[config.mk]
export PLATFORM = sky130hd
export DESIGN_NAME = fpu_byte_sequencer_flat
export DESIGN_NICKNAME = d
export VERILOG_FILES = /design/src/rtl/fpu_byte_sequencer_if.sv /design/src/rtl/fpu_byte_sequencer.sv /design/src/flat_wrapper.sv
export SDC_FILE = /design/constraint.sdc
export NUM_CORES = 1
export LEC_CHECK = 0
export ABC_AREA = 1
export CORE_MARGIN = 2
export CORE_UTILIZATION = 40
export DETAILED_ROUTE_END_ITERATION = 10
export GPL_TIMING_DRIVEN = 0
export PLACE_DENSITY = 0.67
export RECOVER_POWER = 100
export SYNTH_ARGS = -nofsm -noshare
export SYNTH_HDL_FRONTEND = slang
export SYNTH_SLANG_ARGS = --single-unit
export TNS_END_PERCENT = 10
[constraint.sdc]
create_clock -name clk -period 1.83 [get_ports clk]
set_input_delay 0.366 -clock clk [delete_from_list [all_inputs] [get_ports clk]]
set_output_delay 0.366 -clock clk [all_outputs]
set_load 0.05 [all_outputs]
[src/rtl/fpu_byte_sequencer_if.sv]
// ---------------------------------------------------------------------------
// fpu_byte_sequencer_if
// Groups every non-clock signal of the byte sequencer. The byte stream runs
// between the chip pins and the sequencer, and the operand/result buses run
// between the sequencer and the FPU.
//
// Signals
//   in_data   [7:0]  input byte              in_valid / in_ready   input handshake
//   out_data  [7:0]  result byte             out_valid / out_ready output handshake
//   fpu_add, fpu_sub one-cycle operation strobes to the FPU
//   fpu_reg1_s/e/m   operand A (1/7/15 bits)   fpu_reg2_s/e/m operand B
//   fpu_res_s/e/m    FPU result (1/7/15 bits)  fpu_idle       FPU idle flag
//   busy             operation in progress     err            sticky error flag
//
// Modports
//   master : the sequencer itself
//   slave  : its surroundings (byte source/sink and the FPU)
// ---------------------------------------------------------------------------
interface fpu_byte_sequencer_if;
  logic [7:0]  in_data;
  logic        in_valid;
  logic        in_ready;
  logic [7:0]  out_data;
  logic        out_valid;
  logic        out_ready;
  logic        fpu_add;
  logic        fpu_sub;
  logic        fpu_reg1_s;
  logic [6:0]  fpu_reg1_e;
  logic [14:0] fpu_reg1_m;
  logic        fpu_reg2_s;
  logic [6:0]  fpu_reg2_e;
  logic [14:0] fpu_reg2_m;
  logic        fpu_res_s;
  logic [6:0]  fpu_res_e;
  logic [14:0] fpu_res_m;
  logic        fpu_idle;
  logic        busy;
  logic        err;

  modport master (
    input  in_data, in_valid, out_ready,
    input  fpu_res_s, fpu_res_e, fpu_res_m, fpu_idle,
    output in_ready, out_data, out_valid,
    output fpu_add, fpu_sub,
    output fpu_reg1_s, fpu_reg1_e, fpu_reg1_m,
    output fpu_reg2_s, fpu_reg2_e, fpu_reg2_m,
    output busy, err
  );

  modport slave (
    output in_data, in_valid, out_ready,
    output fpu_res_s, fpu_res_e, fpu_res_m, fpu_idle,
    input  in_ready, out_data, out_valid,
    input  fpu_add, fpu_sub,
    input  fpu_reg1_s, fpu_reg1_e, fpu_reg1_m,
    input  fpu_reg2_s, fpu_reg2_e, fpu_reg2_m,
    input  busy, err
  );
endinterface

[src/rtl/fpu_byte_sequencer.sv]
// ---------------------------------------------------------------------------
// fpu_byte_sequencer
// Byte-stream front end for the FPU. It collects a command byte (01 = add,
// 02 = sub) followed by two 3-byte float operands, drives them onto the FPU
// operand buses, issues one add/sub strobe, waits for the FPU to go busy and
// then idle again, captures the result, and streams the 3 result bytes out.
//
// Float format: 1b sign, 7b two's-complement exponent, 15b mantissa.
// Byte packing: b0 = {s, e[6:0]}, b1 = m[14:7], b2 = {m[6:0], 1'b0}.
//
// Ports
//   clk    : clock
//   reset  : synchronous, active-high reset
//   bus    : fpu_byte_sequencer_if.master (byte stream, FPU buses, busy, err)
//
// Parameters
//   TIMEOUT : cycles allowed in each FPU wait state before aborting with err
// ---------------------------------------------------------------------------
module fpu_byte_sequencer #(
  parameter int TIMEOUT = 64
) (
  input  logic                       clk,
  input  logic                       reset,
  fpu_byte_sequencer_if.master       bus
);

  localparam logic [2:0] S_CMD       = 3'd0;
  localparam logic [2:0] S_LOADA     = 3'd1;
  localparam logic [2:0] S_LOADB     = 3'd2;
  localparam logic [2:0] S_ISSUE     = 3'd3;
  localparam logic [2:0] S_WAIT_BUSY = 3'd4;
  localparam logic [2:0] S_WAIT_DONE = 3'd5;
  localparam logic [2:0] S_SEND      = 3'd6;

  localparam logic [7:0] CMD_ADD = 8'h01;
  localparam logic [7:0] CMD_SUB = 8'h02;

  localparam int TW = $clog2(TIMEOUT + 1);

  logic [2:0]    state;
  logic [1:0]    byte_cnt;
  logic [TW-1:0] tcnt;
  logic          op_sub;
  logic [22:0]   result;     // {s, e[6:0], m[14:0]}
  logic          busy_q;
  logic          err_q;

  logic          reg1_s;
  logic [6:0]    reg1_e;
  logic [14:0]   reg1_m;
  logic          reg2_s;
  logic [6:0]    reg2_e;
  logic [14:0]   reg2_m;

  logic          in_fire;
  logic          out_fire;
  logic          cmd_ok;
  logic          timeout_hit;
  logic [7:0]    send_byte;

  // ---------------------------------------------------------------------------
  // Handshake and strobe decode
  // ---------------------------------------------------------------------------
  assign bus.in_ready  = (state == S_CMD) || (state == S_LOADA) || (state == S_LOADB);
  assign bus.out_valid = (state == S_SEND);

  assign in_fire  = bus.in_valid  & bus.in_ready;
  assign out_fire = bus.out_valid & bus.out_ready;

  assign cmd_ok = (bus.in_data == CMD_ADD) || (bus.in_data == CMD_SUB);

  // The wait-state counter starts at 0 on the first cycle in the state, so the
  // compare against TIMEOUT-1 fires on the TIMEOUT-th cycle spent waiting.
  assign timeout_hit = (tcnt == TW'(TIMEOUT - 1));

  // ISSUE holds until the FPU is idle and leaves on the same edge the strobe
  // is seen, so each strobe is exactly one cycle wide and never both at once.
  assign bus.fpu_add = (state == S_ISSUE) & bus.fpu_idle & ~op_sub;
  assign bus.fpu_sub = (state == S_ISSUE) & bus.fpu_idle &  op_sub;

  // Current output byte. Depends only on registered state, so it stays put
  // while the consumer stalls.
  always_comb begin
    // NOTE: default assignment first keeps this always_comb free of latches.
    send_byte = 8'h00;
    if (state == S_SEND) begin
      unique case (byte_cnt)
        2'd0:    send_byte = result[22:15];
        2'd1:    send_byte = result[14:7];
        default: send_byte = {result[6:0], 1'b0};
      endcase
    end
  end

  assign bus.out_data   = send_byte;
  assign bus.busy       = busy_q;
  assign bus.err        = err_q;
  assign bus.fpu_reg1_s = reg1_s;
  assign bus.fpu_reg1_e = reg1_e;
  assign bus.fpu_reg1_m = reg1_m;
  assign bus.fpu_reg2_s = reg2_s;
  assign bus.fpu_reg2_e = reg2_e;
  assign bus.fpu_reg2_m = reg2_m;

  // ---------------------------------------------------------------------------
  // Sequencer
  // ---------------------------------------------------------------------------
  // NOTE: sequential state uses non-blocking assignments so every flop samples
  // pre-edge values regardless of statement order.
  always_ff @(posedge clk) begin
    if (reset) begin
      state    <= S_CMD;
      byte_cnt <= '0;
      tcnt     <= '0;
      op_sub   <= 1'b0;
      // NOTE: the result and operand registers are reset as well, so the
      // operand buses and out_data read 0 after reset rather than stale data.
      result   <= '0;
      reg1_s   <= 1'b0;
      reg1_e   <= '0;
      reg1_m   <= '0;
      reg2_s   <= 1'b0;
      reg2_e   <= '0;
      reg2_m   <= '0;
      busy_q   <= 1'b0;
      err_q    <= 1'b0;
    end else begin
      unique case (state)
        S_CMD: begin
          if (in_fire) begin
            if (cmd_ok) begin
              op_sub   <= (bus.in_data == CMD_SUB);
              err_q    <= 1'b0;
              busy_q   <= 1'b1;
              byte_cnt <= '0;
              state    <= S_LOADA;
            end else begin
              err_q <= 1'b1;
            end
          end
        end

        // Operand bytes go straight into the FPU operand registers; the buses
        // are not touched again until the next command, which keeps them
        // stable for the whole FPU operation.
        S_LOADA: begin
          if (in_fire) begin
            unique case (byte_cnt)
              2'd0: begin
                reg1_s <= bus.in_data[7];
                reg1_e <= bus.in_data[6:0];
              end
              2'd1:    reg1_m[14:7] <= bus.in_data;
              default: reg1_m[6:0]  <= bus.in_data[7:1];
            endcase
            if (byte_cnt == 2'd2) begin
              byte_cnt <= '0;
              state    <= S_LOADB;
            end else begin
              byte_cnt <= byte_cnt + 2'd1;
            end
          end
        end

        S_LOADB: begin
          if (in_fire) begin
            unique case (byte_cnt)
              2'd0: begin
                reg2_s <= bus.in_data[7];
                reg2_e <= bus.in_data[6:0];
              end
              2'd1:    reg2_m[14:7] <= bus.in_data;
              default: reg2_m[6:0]  <= bus.in_data[7:1];
            endcase
            if (byte_cnt == 2'd2) begin
              byte_cnt <= '0;
              state    <= S_ISSUE;
            end else begin
              byte_cnt <= byte_cnt + 2'd1;
            end
          end
        end

        S_ISSUE: begin
          if (bus.fpu_idle) begin
            tcnt  <= '0;
            state <= S_WAIT_BUSY;
          end
        end

        S_WAIT_BUSY: begin
          if (!bus.fpu_idle) begin
            tcnt  <= '0;
            state <= S_WAIT_DONE;
          end else if (timeout_hit) begin
            err_q  <= 1'b1;
            busy_q <= 1'b0;
            state  <= S_CMD;
          end else begin
            tcnt <= tcnt + 1'b1;
          end
        end

        S_WAIT_DONE: begin
          if (bus.fpu_idle) begin
            result   <= {bus.fpu_res_s, bus.fpu_res_e, bus.fpu_res_m};
            byte_cnt <= '0;
            state    <= S_SEND;
          end else if (timeout_hit) begin
            err_q  <= 1'b1;
            busy_q <= 1'b0;
            state  <= S_CMD;
          end else begin
            tcnt <= tcnt + 1'b1;
          end
        end

        S_SEND: begin
          if (out_fire) begin
            if (byte_cnt == 2'd2) begin
              byte_cnt <= '0;
              busy_q   <= 1'b0;
              state    <= S_CMD;
            end else begin
              byte_cnt <= byte_cnt + 2'd1;
            end
          end
        end

        default: state <= S_CMD;
      endcase
    end
  end

endmodule

[src/flat_wrapper.sv]
// flat-port wrapper written by rule: the top's interface ports become plain ports
module fpu_byte_sequencer_flat 
#(
  parameter int TIMEOUT = 64
)
  (clk, reset, bus_in_data, bus_in_valid, bus_out_ready, bus_fpu_res_s, bus_fpu_res_e, bus_fpu_res_m, bus_fpu_idle, bus_in_ready, bus_out_data, bus_out_valid, bus_fpu_add, bus_fpu_sub, bus_fpu_reg1_s, bus_fpu_reg1_e, bus_fpu_reg1_m, bus_fpu_reg2_s, bus_fpu_reg2_e, bus_fpu_reg2_m, bus_busy, bus_err);
  fpu_byte_sequencer_if bus_i ();
  input  logic clk;
  input  logic reset;
  input wire logic [$bits(bus_i.in_data)-1:0] bus_in_data;
  input wire logic [$bits(bus_i.in_valid)-1:0] bus_in_valid;
  input wire logic [$bits(bus_i.out_ready)-1:0] bus_out_ready;
  input wire logic [$bits(bus_i.fpu_res_s)-1:0] bus_fpu_res_s;
  input wire logic [$bits(bus_i.fpu_res_e)-1:0] bus_fpu_res_e;
  input wire logic [$bits(bus_i.fpu_res_m)-1:0] bus_fpu_res_m;
  input wire logic [$bits(bus_i.fpu_idle)-1:0] bus_fpu_idle;
  output wire logic [$bits(bus_i.in_ready)-1:0] bus_in_ready;
  output wire logic [$bits(bus_i.out_data)-1:0] bus_out_data;
  output wire logic [$bits(bus_i.out_valid)-1:0] bus_out_valid;
  output wire logic [$bits(bus_i.fpu_add)-1:0] bus_fpu_add;
  output wire logic [$bits(bus_i.fpu_sub)-1:0] bus_fpu_sub;
  output wire logic [$bits(bus_i.fpu_reg1_s)-1:0] bus_fpu_reg1_s;
  output wire logic [$bits(bus_i.fpu_reg1_e)-1:0] bus_fpu_reg1_e;
  output wire logic [$bits(bus_i.fpu_reg1_m)-1:0] bus_fpu_reg1_m;
  output wire logic [$bits(bus_i.fpu_reg2_s)-1:0] bus_fpu_reg2_s;
  output wire logic [$bits(bus_i.fpu_reg2_e)-1:0] bus_fpu_reg2_e;
  output wire logic [$bits(bus_i.fpu_reg2_m)-1:0] bus_fpu_reg2_m;
  output wire logic [$bits(bus_i.busy)-1:0] bus_busy;
  output wire logic [$bits(bus_i.err)-1:0] bus_err;
  assign bus_i.in_data = bus_in_data;
  assign bus_i.in_valid = bus_in_valid;
  assign bus_i.out_ready = bus_out_ready;
  assign bus_i.fpu_res_s = bus_fpu_res_s;
  assign bus_i.fpu_res_e = bus_fpu_res_e;
  assign bus_i.fpu_res_m = bus_fpu_res_m;
  assign bus_i.fpu_idle = bus_fpu_idle;
  assign bus_in_ready = bus_i.in_ready;
  assign bus_out_data = bus_i.out_data;
  assign bus_out_valid = bus_i.out_valid;
  assign bus_fpu_add = bus_i.fpu_add;
  assign bus_fpu_sub = bus_i.fpu_sub;
  assign bus_fpu_reg1_s = bus_i.fpu_reg1_s;
  assign bus_fpu_reg1_e = bus_i.fpu_reg1_e;
  assign bus_fpu_reg1_m = bus_i.fpu_reg1_m;
  assign bus_fpu_reg2_s = bus_i.fpu_reg2_s;
  assign bus_fpu_reg2_e = bus_i.fpu_reg2_e;
  assign bus_fpu_reg2_m = bus_i.fpu_reg2_m;
  assign bus_busy = bus_i.busy;
  assign bus_err = bus_i.err;
  fpu_byte_sequencer #(.TIMEOUT(TIMEOUT)) u_core (.clk(clk), .reset(reset), .bus(bus_i));
endmodule
==> flow_summary_export.csv <==
group,metric,value,unit
clock_network,cts_sinks,84,
setup_path,rr_worst_depth,10,
finish,drive_gt1_share,15.33,%
sta,fin_skew,14.03,ps
synthesis,ys_types,36,
grt,antenna_found_initial,0,
place,placed_cells,759,
sta,fmax,540.9,MHz
min_path,hp-class,"input port to register",
sta,slew_headroom,63.40,%
min_path,min_path_cells,3,
sta,finalHoldViolations,0,
finish,mostFrequentLayoutCell,"nor2_1",
synthesis,syn_inst,537,
synthesis,netlist_area,3810,um2
detailed_routing,ant_nets,0,
pwr,p_leak,2.559,nW
setup_path,cp_slowest_stage_delay,320,ps
detailed_routing,vias_per_cell,4.853,
clock_network,htreeDepth,3,
setup_path,cp-start-kind,"register",
detailed_routing,drt_iter0_drc,162,
grt,grt_max_degree,16,
setup_path,crit_required,1460,ps
setup_path,rr_startpoint,"u_core.state[2]",
pwr,net-switching-power,841.0,uW
grt,grt_overflow_total,0,
min_path,hold_start,"bus_in_data[1]",
clock_network,path_clk_slew,100,ps
clock_network,clock_tree.buffer_depth,2,
pwr,total_power,3.261,mW
sta,fin_ws,-18.87,ps
detailed_routing,drt_pass1_iterations,4,
setup_path,startpoint,"u_core.state[1]",
setup_path,cp_cell_sequence,"buf_4 > nand2_4 > nor2_4 > buf_6 > inv_4 > a21oi_4 > buf_6",
floorplanning,die_w,101.6,um
place,port_buffers,93,
clock_network,cts_tree,"built",
detailed_routing,drc,0,
pwr,seq_power_share,56.2,%
clock_network,cts_root_buffer,"clkbuf_8",
floorplanning,fp.dieH,101.6,um
pwr,switching_share,25.79,%
pwr,intPower,2.420,mW
pwr,clkPwrFrac,37.5,%
sta,timing.hold.ws,377.7,ps
setup_path,worstSetupEndpointType,"output pin",
flow_run,drv_cap,0,
place,place_congestion,0.8865,
finish,layout_common_cells,"nor2_1, nand2_1, dfxtp_1, o21ai_0, dlygate4sd2_1",
floorplanning,start_util,41.23,%
grt,grt_pass1_vias,3654,
floorplanning,row_count,35,
setup_path,path_max_fanout,5,
pwr,powerDensity,625.6,nW/um2
grt,track_usage,21.46,%
finish,diodes,0,
synthesis,post_synth.cell_area_avg,7.095,um2
sta,layout_min_cycle_time,1849,ps
synthesis,synthesis.nets,574,
setup_path,cp.arrival,1480,ps
floorplanning,pin_count,96,
setup_path,path_class,"register to output pin",
grt,grt_pass1_wl,17.26,mm
sta,setup_viol,4,
synthesis,yosysSeqAreaShare,44.14,%
synthesis,ys_ff_latch,84,
finish,fin_util,56.41,%
finish,area_growth,36.81,%
synthesis,ys.warnings.count,0,
finish,finalNetCount,692,
finish,fin_cells,788,
pwr,power_frac_comb,6.3,%
floorplanning,fp.coreArea,9240,um2
detailed_routing,wl_per_cell,13.64,um
clock_network,numCtsBuffers,9,
run_status,status,"finished, violations left",
sta,finalCritPeriodShare,101.0,%
detailed_routing,vias,3824,
pwr,ir_drop,0.3216,mV
clock_network,insertion_delay,360,ps
setup_path,crit_path_frequent_cell,"buf_6",
sta,rsz0062_at_grt,"yes",
floorplanning,die-area,10320,um2
sta,tightest_slew,551.1,ps
place,place_hpwl,7.611,mm
detailed_routing,drt_wl_total,10.75,mm
sta,slew_violations,0,
run_status,failed_checks,"negative setup slack",
setup_path,critPathSlowestCell,"dfxtp_1",
## metrics by stage
| stage | TNS [ps] | cell area (um2) | setup slack, ps |
|---|---|---|---|
| after CTS | -210.8 | 5110 | -56.76 |
| final | -41.68 | 5213 | -18.87 |
| after global placement | -10910 | 4906 | -538.6 |
| after floorplan | 0 | 3814 | 63.69 |
| after detailed placement | -12020 | 4906 | -545.7 |
| after global routing | -2402 | 5213 | -88.63 |
## power groups by stage
| stage | Combinational (mW) | Sequential, mW | Clock [mW] |
|---|---|---|---|
| detailed placement | 0.206 | 1.88 | 0 |
| finish | 0.207 | 1.83 | 1.22 |
| CTS | 0.206 | 1.83 | 1.24 |
| global placement | 0.205 | 1.88 | 0 |
| global route | 0.225 | 1.83 | 1.32 |
| floorplan | 0.0685 | 1.89 | 0 |
## state kept, by name (all words and copies together) (netlist names)
signal                 cells
u_core.op_sub              1
u_core.bus.fpu_reg1_e      7
u_core.bus.busy            1
u_core.bus.err             1
u_core.bus.fpu_reg1_m     15
u_core.bus.fpu_reg2_m     15
u_core.state               3
u_core.result             23
u_core.bus.fpu_reg2_e      7
u_core.bus.fpu_reg1_s      1
u_core.bus.fpu_reg2_s      1
u_core.tcnt                7
u_core.byte_cnt            2
## per-layer routing
layer	track usage, %	part of all wire (%)
met1	28.49	48
met2	34.46	46
met3	4.624	4.1
met4	7.588	1.7
met5	0	0
## synthesized netlist by cell type (all sizes together)
cell type / number / area (um2)
nand3b: 3 / 22.52
nand2: 88 / 350.3
buf: 14 / 105.1
nor3: 9 / 95.09
inv: 52 / 197.7
a21oi: 25 / 128.9
a41oi: 1 / 8.760
o211ai: 2 / 15.01
clkbuf: 7 / 26.28
nand3: 27 / 152.7
nor2: 143 / 581.8
o21ai: 72 / 360.3
ha: 1 / 12.51
nand4: 2 / 12.51
xor2: 2 / 17.52
o21a: 1 / 7.510
dfxtp: 84 / 1682
or2: 1 / 6.260
nor3b: 2 / 20.02
o31ai: 1 / 7.510
## timing repair
item	CTS	global route
gates cloned	2	1
endpoints found under the setup margin	60	59
gates resized for setup	142	26
setup buffers	6	5
pin swaps	3	6
hold buffers	0	0
## cell type report
cell class | instances | area, um2
Clock inverter | 6 | 48.80
Fill cell | 925 | 4028
Multi-Input combinational cell | 382 | 1878
Clock buffer | 9 | 123.9
Tap cell | 129 | 161.4
Sequential cell | 84 | 1690
Timing Repair Buffer | 105 | 982.2
Inverter | 52 | 202.7
Buffer | 21 | 125.1
## final timing paths
path,to,slack [ps]
setup / recovery,bus_out_data[0],-20
setup reg to reg,u_core.result[6],40
hold reg to reg,u_core.bus.fpu_reg2_m[12],440
hold / removal,u_core.bus.fpu_reg1_m[8],380
## worst max-delay path, delay by kind of cell, from the launching register on
family / cells / cell delay, ps
buf+inv: 4 / 510
flops: 1 / 320
simple gates: 2 / 190
compound gates: 1 / 100
## logic make-up (layout without fill, tap and decap cells)
logic type / count (synthesis) / count (layout) / synth area share [%]
adders and majority gates: 1 / 1 / 0.3284
xor gates and xnor gates: 2 / 2 / 0.4599
buffers and inverters: 73 / 193 / 8.637
and+or+nand+nor: 275 / 277 / 32.58
AOI/OAI and AO/OA: 102 / 102 / 13.86
DFF: 84 / 84 / 44.14
(Power assumes the default switching activity.)
